File: config.mk
export PLATFORM = sky130hd
export DESIGN_NAME = video_timing_gen
export DESIGN_NICKNAME = d
export VERILOG_FILES = /design/src/rtl/video_timing_gen.sv
export SDC_FILE = /design/constraint.sdc
export NUM_CORES = 1
export LEC_CHECK = 0
export CAP_MARGIN = 20
export CORE_MARGIN = 8
export CORE_UTILIZATION = 50
export CTS_CLUSTER_SIZE = 10
export DETAILED_ROUTE_END_ITERATION = 12
export GPL_ROUTABILITY_DRIVEN = 0
export PLACE_DENSITY_LB_ADDON = 0.3
export SLEW_MARGIN = 10
export SYNTH_ARGS = -nofsm -noshare
export SYNTH_HDL_FRONTEND = slang
export SYNTH_SLANG_ARGS = --single-unit
File: constraint.sdc
create_clock -name clk -period 2.73 [get_ports clk]
set_clock_uncertainty 0.05 [all_clocks]
set_input_delay 0.546 -clock clk [delete_from_list [all_inputs] [get_ports clk]]
set_output_delay 0.546 -clock clk [all_outputs]
set_load 0.01 [all_outputs]
File: src/rtl/video_timing_gen.sv
// Raster timing and test-pattern source: pixel clock-enable, blanking, sync,
// frame_start and RGB from free-running divider plus h/v counters.
module video_timing_gen #(
    parameter int unsigned CE_DIV   = 4,
    parameter int unsigned H_ACTIVE = 320,
    parameter int unsigned H_FP     = 16,
    parameter int unsigned H_SYNC   = 32,
    parameter int unsigned H_BP     = 40,
    parameter int unsigned V_ACTIVE = 224,
    parameter int unsigned V_FP     = 10,
    parameter int unsigned V_SYNC   = 3,
    parameter int unsigned V_BP     = 25
) (
    input  logic        clk,
    input  logic        reset_n,
    input  logic        run,
    input  logic [1:0]  pattern,
    input  logic [23:0] solid_rgb,
    output logic        pix_ce,
    output logic        hblank,
    output logic        vblank,
    output logic        hs,
    output logic        vs,
    output logic [7:0]  red,
    output logic [7:0]  green,
    output logic [7:0]  blue,
    output logic        frame_start
);

    localparam int unsigned H_TOTAL = H_ACTIVE + H_FP + H_SYNC + H_BP;
    localparam int unsigned V_TOTAL = V_ACTIVE + V_FP + V_SYNC + V_BP;
    localparam int unsigned DW      = (CE_DIV > 1) ? $clog2(CE_DIV) : 1;
    localparam int unsigned HW      = (H_TOTAL > 1) ? $clog2(H_TOTAL) : 1;
    localparam int unsigned VW      = (V_TOTAL > 1) ? $clog2(V_TOTAL) : 1;
    localparam int unsigned BAR_W   = H_ACTIVE / 8;
    localparam int unsigned BW      = (BAR_W > 1) ? $clog2(BAR_W) : 1;

    localparam logic [DW-1:0] DIV_LAST = DW'(CE_DIV - 1);

    logic [DW-1:0] div_q, div_d;
    logic [HW-1:0] h_cnt_q, h_cnt_d;
    logic [VW-1:0] v_cnt_q, v_cnt_d;
    logic [BW-1:0] bar_pos_q, bar_pos_d;
    logic [2:0]    bar_idx_q, bar_idx_d;
    logic [1:0]    pat_q, pat_d;
    logic [23:0]   solid_q, solid_d;
    logic          pix_ce_q, pix_ce_d;
    logic          hblank_q, hblank_d;
    logic          vblank_q, vblank_d;
    logic          hs_q, hs_d;
    logic          vs_q, vs_d;
    logic [23:0]   rgb_q, rgb_d;
    logic          frame_start_q, frame_start_d;

    logic          tick_c;
    logic          at_origin_c;
    logic          hb_c, vb_c;
    logic [31:0]   h_ext_c, v_ext_c;
    logic [1:0]    pat_eff_c;
    logic [23:0]   solid_eff_c;
    logic [23:0]   bar_rgb_c;
    logic [23:0]   rgb_c;

    // Colour of the pixel being sampled; (0,0) uses the freshly latched pattern
    always_comb begin
        h_ext_c     = 32'(h_cnt_q);
        v_ext_c     = 32'(v_cnt_q);
        at_origin_c = (h_cnt_q == '0) && (v_cnt_q == '0);
        hb_c        = (h_ext_c >= H_ACTIVE);
        vb_c        = (v_ext_c >= V_ACTIVE);
        pat_eff_c   = at_origin_c ? pattern : pat_q;
        solid_eff_c = at_origin_c ? solid_rgb : solid_q;
        // Bar order W,Y,C,G,M,R,B,K maps to R=~idx[1], G=~idx[2], B=~idx[0]
        bar_rgb_c   = {{8{~bar_idx_q[1]}}, {8{~bar_idx_q[2]}}, {8{~bar_idx_q[0]}}};
        case (pat_eff_c)
            2'd0:    rgb_c = solid_eff_c;
            2'd1:    rgb_c = bar_rgb_c;
            2'd2:    rgb_c = ((h_ext_c[3:0] == 4'd0) || (v_ext_c[3:0] == 4'd0))
                             ? 24'hFFFFFF : 24'h000000;
            default: rgb_c = h_ext_c[0] ? 24'h000000 : 24'hFFFFFF;
        endcase
        if (hb_c || vb_c) begin
            rgb_c = '0;
        end
    end

    // Divider, counters and registered outputs
    always_comb begin
        div_d         = (div_q == DIV_LAST) ? '0 : div_q + DW'(1);
        tick_c        = (div_d == DIV_LAST);
        pix_ce_d      = tick_c;
        frame_start_d = 1'b0;
        h_cnt_d       = h_cnt_q;
        v_cnt_d       = v_cnt_q;
        bar_pos_d     = bar_pos_q;
        bar_idx_d     = bar_idx_q;
        pat_d         = pat_q;
        solid_d       = solid_q;
        hblank_d      = hblank_q;
        vblank_d      = vblank_q;
        hs_d          = hs_q;
        vs_d          = vs_q;
        rgb_d         = rgb_q;

        if (tick_c) begin
            if (!run) begin
                h_cnt_d   = '0;
                v_cnt_d   = '0;
                bar_pos_d = '0;
                bar_idx_d = '0;
                hblank_d  = 1'b1;
                vblank_d  = 1'b1;
                hs_d      = 1'b0;
                vs_d      = 1'b0;
                rgb_d     = '0;
            end else begin
                if (at_origin_c) begin
                    pat_d         = pattern;
                    solid_d       = solid_rgb;
                    frame_start_d = 1'b1;
                end
                hblank_d = hb_c;
                vblank_d = vb_c;
                hs_d     = (h_ext_c >= H_ACTIVE + H_FP) && (h_ext_c < H_ACTIVE + H_FP + H_SYNC);
                vs_d     = (v_ext_c >= V_ACTIVE + V_FP) && (v_ext_c < V_ACTIVE + V_FP + V_SYNC);
                rgb_d    = rgb_c;

                if (h_ext_c == H_TOTAL - 1) begin
                    h_cnt_d   = '0;
                    bar_pos_d = '0;
                    bar_idx_d = '0;
                    v_cnt_d   = (v_ext_c == V_TOTAL - 1) ? '0 : v_cnt_q + VW'(1);
                end else begin
                    h_cnt_d = h_cnt_q + HW'(1);
                    if (32'(bar_pos_q) == BAR_W - 1) begin
                        bar_pos_d = '0;
                        bar_idx_d = bar_idx_q + 3'd1;
                    end else begin
                        bar_pos_d = bar_pos_q + BW'(1);
                    end
                end
            end
        end
    end

    always_ff @(posedge clk or negedge reset_n) begin
        if (!reset_n) begin
            div_q         <= '0;
            h_cnt_q       <= '0;
            v_cnt_q       <= '0;
            bar_pos_q     <= '0;
            bar_idx_q     <= '0;
            pat_q         <= '0;
            solid_q       <= '0;
            pix_ce_q      <= 1'b0;
            hblank_q      <= 1'b1;
            vblank_q      <= 1'b1;
            hs_q          <= 1'b0;
            vs_q          <= 1'b0;
            rgb_q         <= '0;
            frame_start_q <= 1'b0;
        end else begin
            div_q         <= div_d;
            h_cnt_q       <= h_cnt_d;
            v_cnt_q       <= v_cnt_d;
            bar_pos_q     <= bar_pos_d;
            bar_idx_q     <= bar_idx_d;
            pat_q         <= pat_d;
            solid_q       <= solid_d;
            pix_ce_q      <= pix_ce_d;
            hblank_q      <= hblank_d;
            vblank_q      <= vblank_d;
            hs_q          <= hs_d;
            vs_q          <= vs_d;
            rgb_q         <= rgb_d;
            frame_start_q <= frame_start_d;
        end
    end

    assign pix_ce      = pix_ce_q;
    assign hblank      = hblank_q;
    assign vblank      = vblank_q;
    assign hs          = hs_q;
    assign vs          = vs_q;
    assign red         = rgb_q[23:16];
    assign green       = rgb_q[15:8];
    assign blue        = rgb_q[7:0];
    assign frame_start = frame_start_q;

endmodule
---- Word level (Yosys, flattened, before mapping) ----
Cells that the tools add are included.
Widths: inputs -> output; s select.
cells by class
  $add $sub $neg .......................... 5
  magnitude comparators ................... 6
  eq/ne operators ......................... 9
  mux-type cells .......................... 26
  bitwise operators ....................... 3
  reduce and logical (&&, ||, !) cells .... 13
operators by type and width
  operator             number
  $mux 24              5
  $pmux 24 s3          1
  $mux 9               5
  $add 9x1->9 const B  2
  $eq 9x9->1 const B   2
  $ge 9x8->1 const B   2
  $ge 9x9->1 const B   2
  $logic_not 9->1      2
  $mux 6               3
  $lt 9x8->1 const B   1
  $lt 9x9->1 const B   1
  $mux 3               3
  $logic_not 4->1      2
  $mux 1               7
  $add 6x1->6 const B  1
  $eq 2x2->1 const B   3
  $eq 6x6->1 const B   1
  $reduce_and 2->1     3
  $mux 2               2
  $add 3x1->3 const B  1
  $logic_and 1x1->1    3
  $ne 3x1->1 const B   1
  $not 1->1            3
  $add 2x1->2 const B  1
  4 further kinds      5
word-level totals
  register bits ........................... 85
  bits of input ports ..................... 29
  output and inout bits ................... 30
  logic and storage cells ................. 76

---- Depth between registers and ports, before layout ----
  depth in word-level cells ............... 7
  mapped depth ............................ 9
  gate-level depth less buffers ........... 8

---- Worst setup path before layout ----
Ideal clock, no wire load.
  path type ............................... flip-flop to flip-flop
  start point ............................. reg h_cnt_q[0]
  end point ............................... reg solid_q[13]
  setup time .............................. 125 ps
  arrival ................................. 1965 ps
  required time ........................... 2555 ps
  slack ................................... 590 ps
  cell stages (with the launch flop) ...... 8
  path buffers ............................ 1
  period minus slack after synthesis ...... 2140 ps
  cells stage by stage .................... dfrtp_1 inv_1 ha_1 nor3b_2 nand4_2 nor3_4 buf_6 mux2_2
on the way
  cells in the longest elaborated chain, start to end .. 3
ends and longest elaborated chain
  item                      line  source
  start: declaration        41    logic [HW-1:0] h_cnt_q, h_cnt_d;
  start signal: assignment  164   h_cnt_q <= h_cnt_d;
  $logic_not 9->1           68    at_origin_c = (h_cnt_q == '0) && (v_cnt_q == '0);
  $logic_and 1x1->1         68
  $mux 24                   n/a
  end signal: assignment    169   solid_q <= solid_d;
  end: declaration          46    logic [23:0] solid_q, solid_d;
Every way passes these cells.
A chain may end at the register's enable or synchronous reset.

---- Worst setup path after layout ----
  start point ............................. reg v_cnt_q[0]
  end point ............................... reg rgb_q[21]
on the way
  cells in the longest elaborated chain, start to end .. 7
  elaborated cells on any way between the ends .. 15
  classes of those cells .................. order compare (1); eq/ne (2); mux (6); reduce/logical (6)
ends and longest elaborated chain
  item                                      line  source
  start: declaration                        42    logic [VW-1:0] v_cnt_q, v_cnt_d;
  start signal: assignment                  165   v_cnt_q <= v_cnt_d;
  $logic_not 9->1                           68
  $logic_and 1x1->1                         68
  $mux 2                                    n/a
  $eq 2x2->1, or another cell as far along  75    case (pat_eff_c)
  $pmux 24 s3                               75
  $mux 24 *                                 82    if (hb_c || vb_c) begin
  $mux 24 *                                 106   if (!run) begin
  end signal: assignment                    175   rgb_q <= rgb_d;
  end: declaration                          52    logic [23:0] rgb_q, rgb_d;
Every way passes the cells marked *; elsewhere a longest branch is shown, timed or not.

==> qor.csv <==
stage,metric,value,unit
grt,vias in the first global route,3187,
logic_synthesis,Syn Area/Cell,11.5,sq um
layout,final non-filler cell total,559,
floorplanning,die width,110,um
clock_network,Worst-Skew Late Latency,0.36,ns
layout,fillers,730,
worst_setup_path,CP Capture Point,rgb_q[21],
route,Vias,3132,
layout,Register Area,0.00213,sq mm
route,1st-iter DRT viols,69,
route,Vias/cell,5.60,
pwr,Max IR drop VDD,0.365,mV
placement,number of port buffers,58,
worst_setup_path,crit-path max FO,12,
logic_synthesis,Syn Nets,421,
clock_network,deepest clock path buffer count,2,
placement,detailed placement HPWL,6.68,mm
layout,P&R area growth vs syn,20.2,%
logic_synthesis,Post-synth EDFFs,0,
sta,Max transition margin,41.7,%
sta,setup TNS,0,ns
logic_synthesis,top cell type's share of synthesized area,47.0,%
floorplanning,Starting Density,51.2,%
sta,RSZ-0062 raised after global routing,false,
placement,Post-Place Worst Slack,-0.0804,ns
worst_setup_path,Reg2Reg Depth,9,
worst_setup_path,r2r endpoint,rgb_q[21],
floorplanning,io pins,59,
worst_setup_path,CP Launch Point,v_cnt_q[0],
route,routed len/inst,17.2,um
grt,first-pass GRT wire length,15.8,mm
floorplanning,site row count,34,
route,Post-route DRC,0,
sta,worst-margin pin slew,0.875,ns
route,routed wire length,9.64,mm
layout,final non-filler cell area,0.00531,sq mm
clock_network,Hold Buf Count CTS,0,
logic_synthesis,"area leader, netlist",dfrtp_1,
worst_setup_path,Crit path required time,2.89,ns
worst_setup_path,crit path DAT,2.68,ns
logic_synthesis,Synth top cells by count,"dfrtp_1, inv_1, o21ai_0",
clock_network,clock tree sinks,85,
flow_run,# Max-Cap Violations,0,
layout,area of the multi-input gates,0.00205,sq mm
logic_synthesis,synth top area cells,"dfrtp_1, o221ai_2, mux2i_1, mux2_2, o21ai_0",
clock_network,Num CTS Buffers,9,
layout,n_diodes,0,
sta,post-layout min period,2.52,ns
clock_network,root buf cell,clkbuf_8,
pwr,leakage power,2.27,nW
layout,Post-layout nets,484,
sta,Final Hold Viols,0,
status,status,completed,
worst_setup_path,CP Class,reg -> reg,
clock_network,CTS tree,done,
logic_synthesis,yosys warns,0,
grt,largest net degree at the start of global routing,49,
logic_synthesis,Synth Instances,383,
logic_synthesis,Synth cell types,55,
sta,fin worst setup slack,0.211,ns
logic_synthesis,async set-reset flop share out of synthesis,100,%
clock_network,clk slew on worst S/H paths,0.09,ns
logic_synthesis,sequential fraction of the synthesis area,48.2,%
floorplanning,core area,0.00864,sq mm
grt,overall routing resource usage,16.4,%
floorplanning,die area,0.0121,sq mm
clock_network,post-CTS resize count,0,
route,router iterations before antenna repair,5,
sta,"Period Utilization, post-route",92.3,%
layout,share of cells above drive strength 1,20.0,%
floorplanning,die height,110,um
worst_setup_path,Reg-to-Reg Start,v_cnt_q[0],
worst_setup_path,R2R Setup Slk,0.21,ns
logic_synthesis,Syn Std Cell Area,0.00442,sq mm
clock_network,setup bufs post-CTS,0,
sta,Highest Clock Rate,397,MHz
worst_setup_path,CP Capture Type,flip-flop,
pwr,PD cells,639,mW/mm^2
route,DRT antenna net count,0,
worst_setup_path,Setup crit start kind,flip-flop,
sta,Slew Limit Fails,0,
clock_network,number of H-tree levels,3,
logic_synthesis,ys flop type,dfrtp_1,
sta,final setup fails,0,
grt,initial antenna violation count,0,
logic_synthesis,synthesis-stage register bit count,85,
grt,grt ovf,0,
placement,Placed Instance Area,0.00509,sq mm
sta,WHS,0.117,ns
placement,DP Cell Count,542,
logic_synthesis,cell with the most instances after synthesis,dfrtp_1,
worst_hold_path,min-delay worst type,in -> async,
## layer usage
metal,GRT usage (%),wire [um]
met5,0,0
met4,5.59,137
met3,3.78,545
met2,27.0,4750
met1,20.9,4210
## layout make-up
class / count / share of cell area, %
sequential: 85 / 40.1
multi-input combinational: 247 / 38.5
timing repair buffer: 68 / 12.5
tap: 108 / 2.55
inverter: 35 / 2.47
clock buffer: 9 / 2.33
clock inverter: 7 / 1.46
## cells in the final DEF, fill, tap and decap left out, types with 3 or more instances in the layout
cell / n
nor2_1: 14
o221ai_1: 4
dfrtp_1: 83
mux2_1: 10
nand2b_1: 3
o21ai_0: 33
o2bb2ai_1: 4
ha_1: 8
nand3_2: 3
clkdlybuf4s50_1: 57
nand4_1: 4
nand2_1: 22
clkbuf_8: 9
mux2_2: 17
mux2i_1: 28
and3_1: 8
o221ai_2: 20
buf_4: 10
a21oi_1: 8
and3_2: 3
inv_6: 4
nor3_1: 8
inv_1: 35
or3_1: 3
nand3_1: 10
## worst min-delay path by stage
stage	startpoint	to	slack (ns)	cells after the start
global placement	div_q[0]	div_q[0]	0.39	1
finish	reset_n	solid_q[4]	0.12	1
detailed placement	div_q[0]	div_q[0]	0.41	1
CTS	reset_n	solid_q[4]	0.14	1
floorplan	reset_n	bar_idx_q[0]	0.20	0
global route	reset_n	solid_q[4]	0.17	1
## report_power, final
group | internal, mW | switching [mW] | leakage (nW)
clock network | 0.434 | 0.491 | 0.101
logic | 0.483 | 0.386 | 1.05
registers | 1.46 | 0.135 | 1.13
## cells by family after synthesis
logic type	share of synthesized area, %
AOI/OAI and AO/OA	15.9
and+or+nand+nor	13.7
DFF	48.2
xor gates and xnor gates	0.595
muxes	13.2
adders and majority gates	2.55
buffers and inverters	5.86
## state kept, by name, summed over array words and instances, names as in the netlist
name and cells:
bar_idx_q 3, div_q 2, vblank 1, hblank 1, frame_start 1, vs 1
pix_ce 1, h_cnt_q 9, bar_pos_q 6, solid_q 24, hs 1, pat_q 2
rgb_q 24, v_cnt_q 9
## per-stage QoR
stage                     power (mW)  util (%)
after floorplan                 2.08         -
after global placement          2.46      59.0
after detailed placement        2.50      59.0
after CTS                       3.42      61.3
after global routing            3.57      61.5
final                           3.39      61.5
## worst max-delay path: stages, from the launching register on
cell and delay [ns]:
dfrtp_1 0.45, inv_1 0.09, ha_1 0.20, nor3b_1 0.15, buf_4 0.15, and2_2 0.19
nand2_4 0.10, nor3_2 0.08, o21ai_2 0.72, o221ai_2 0.20
Note: power is estimated with default switching activity, not from simulation.
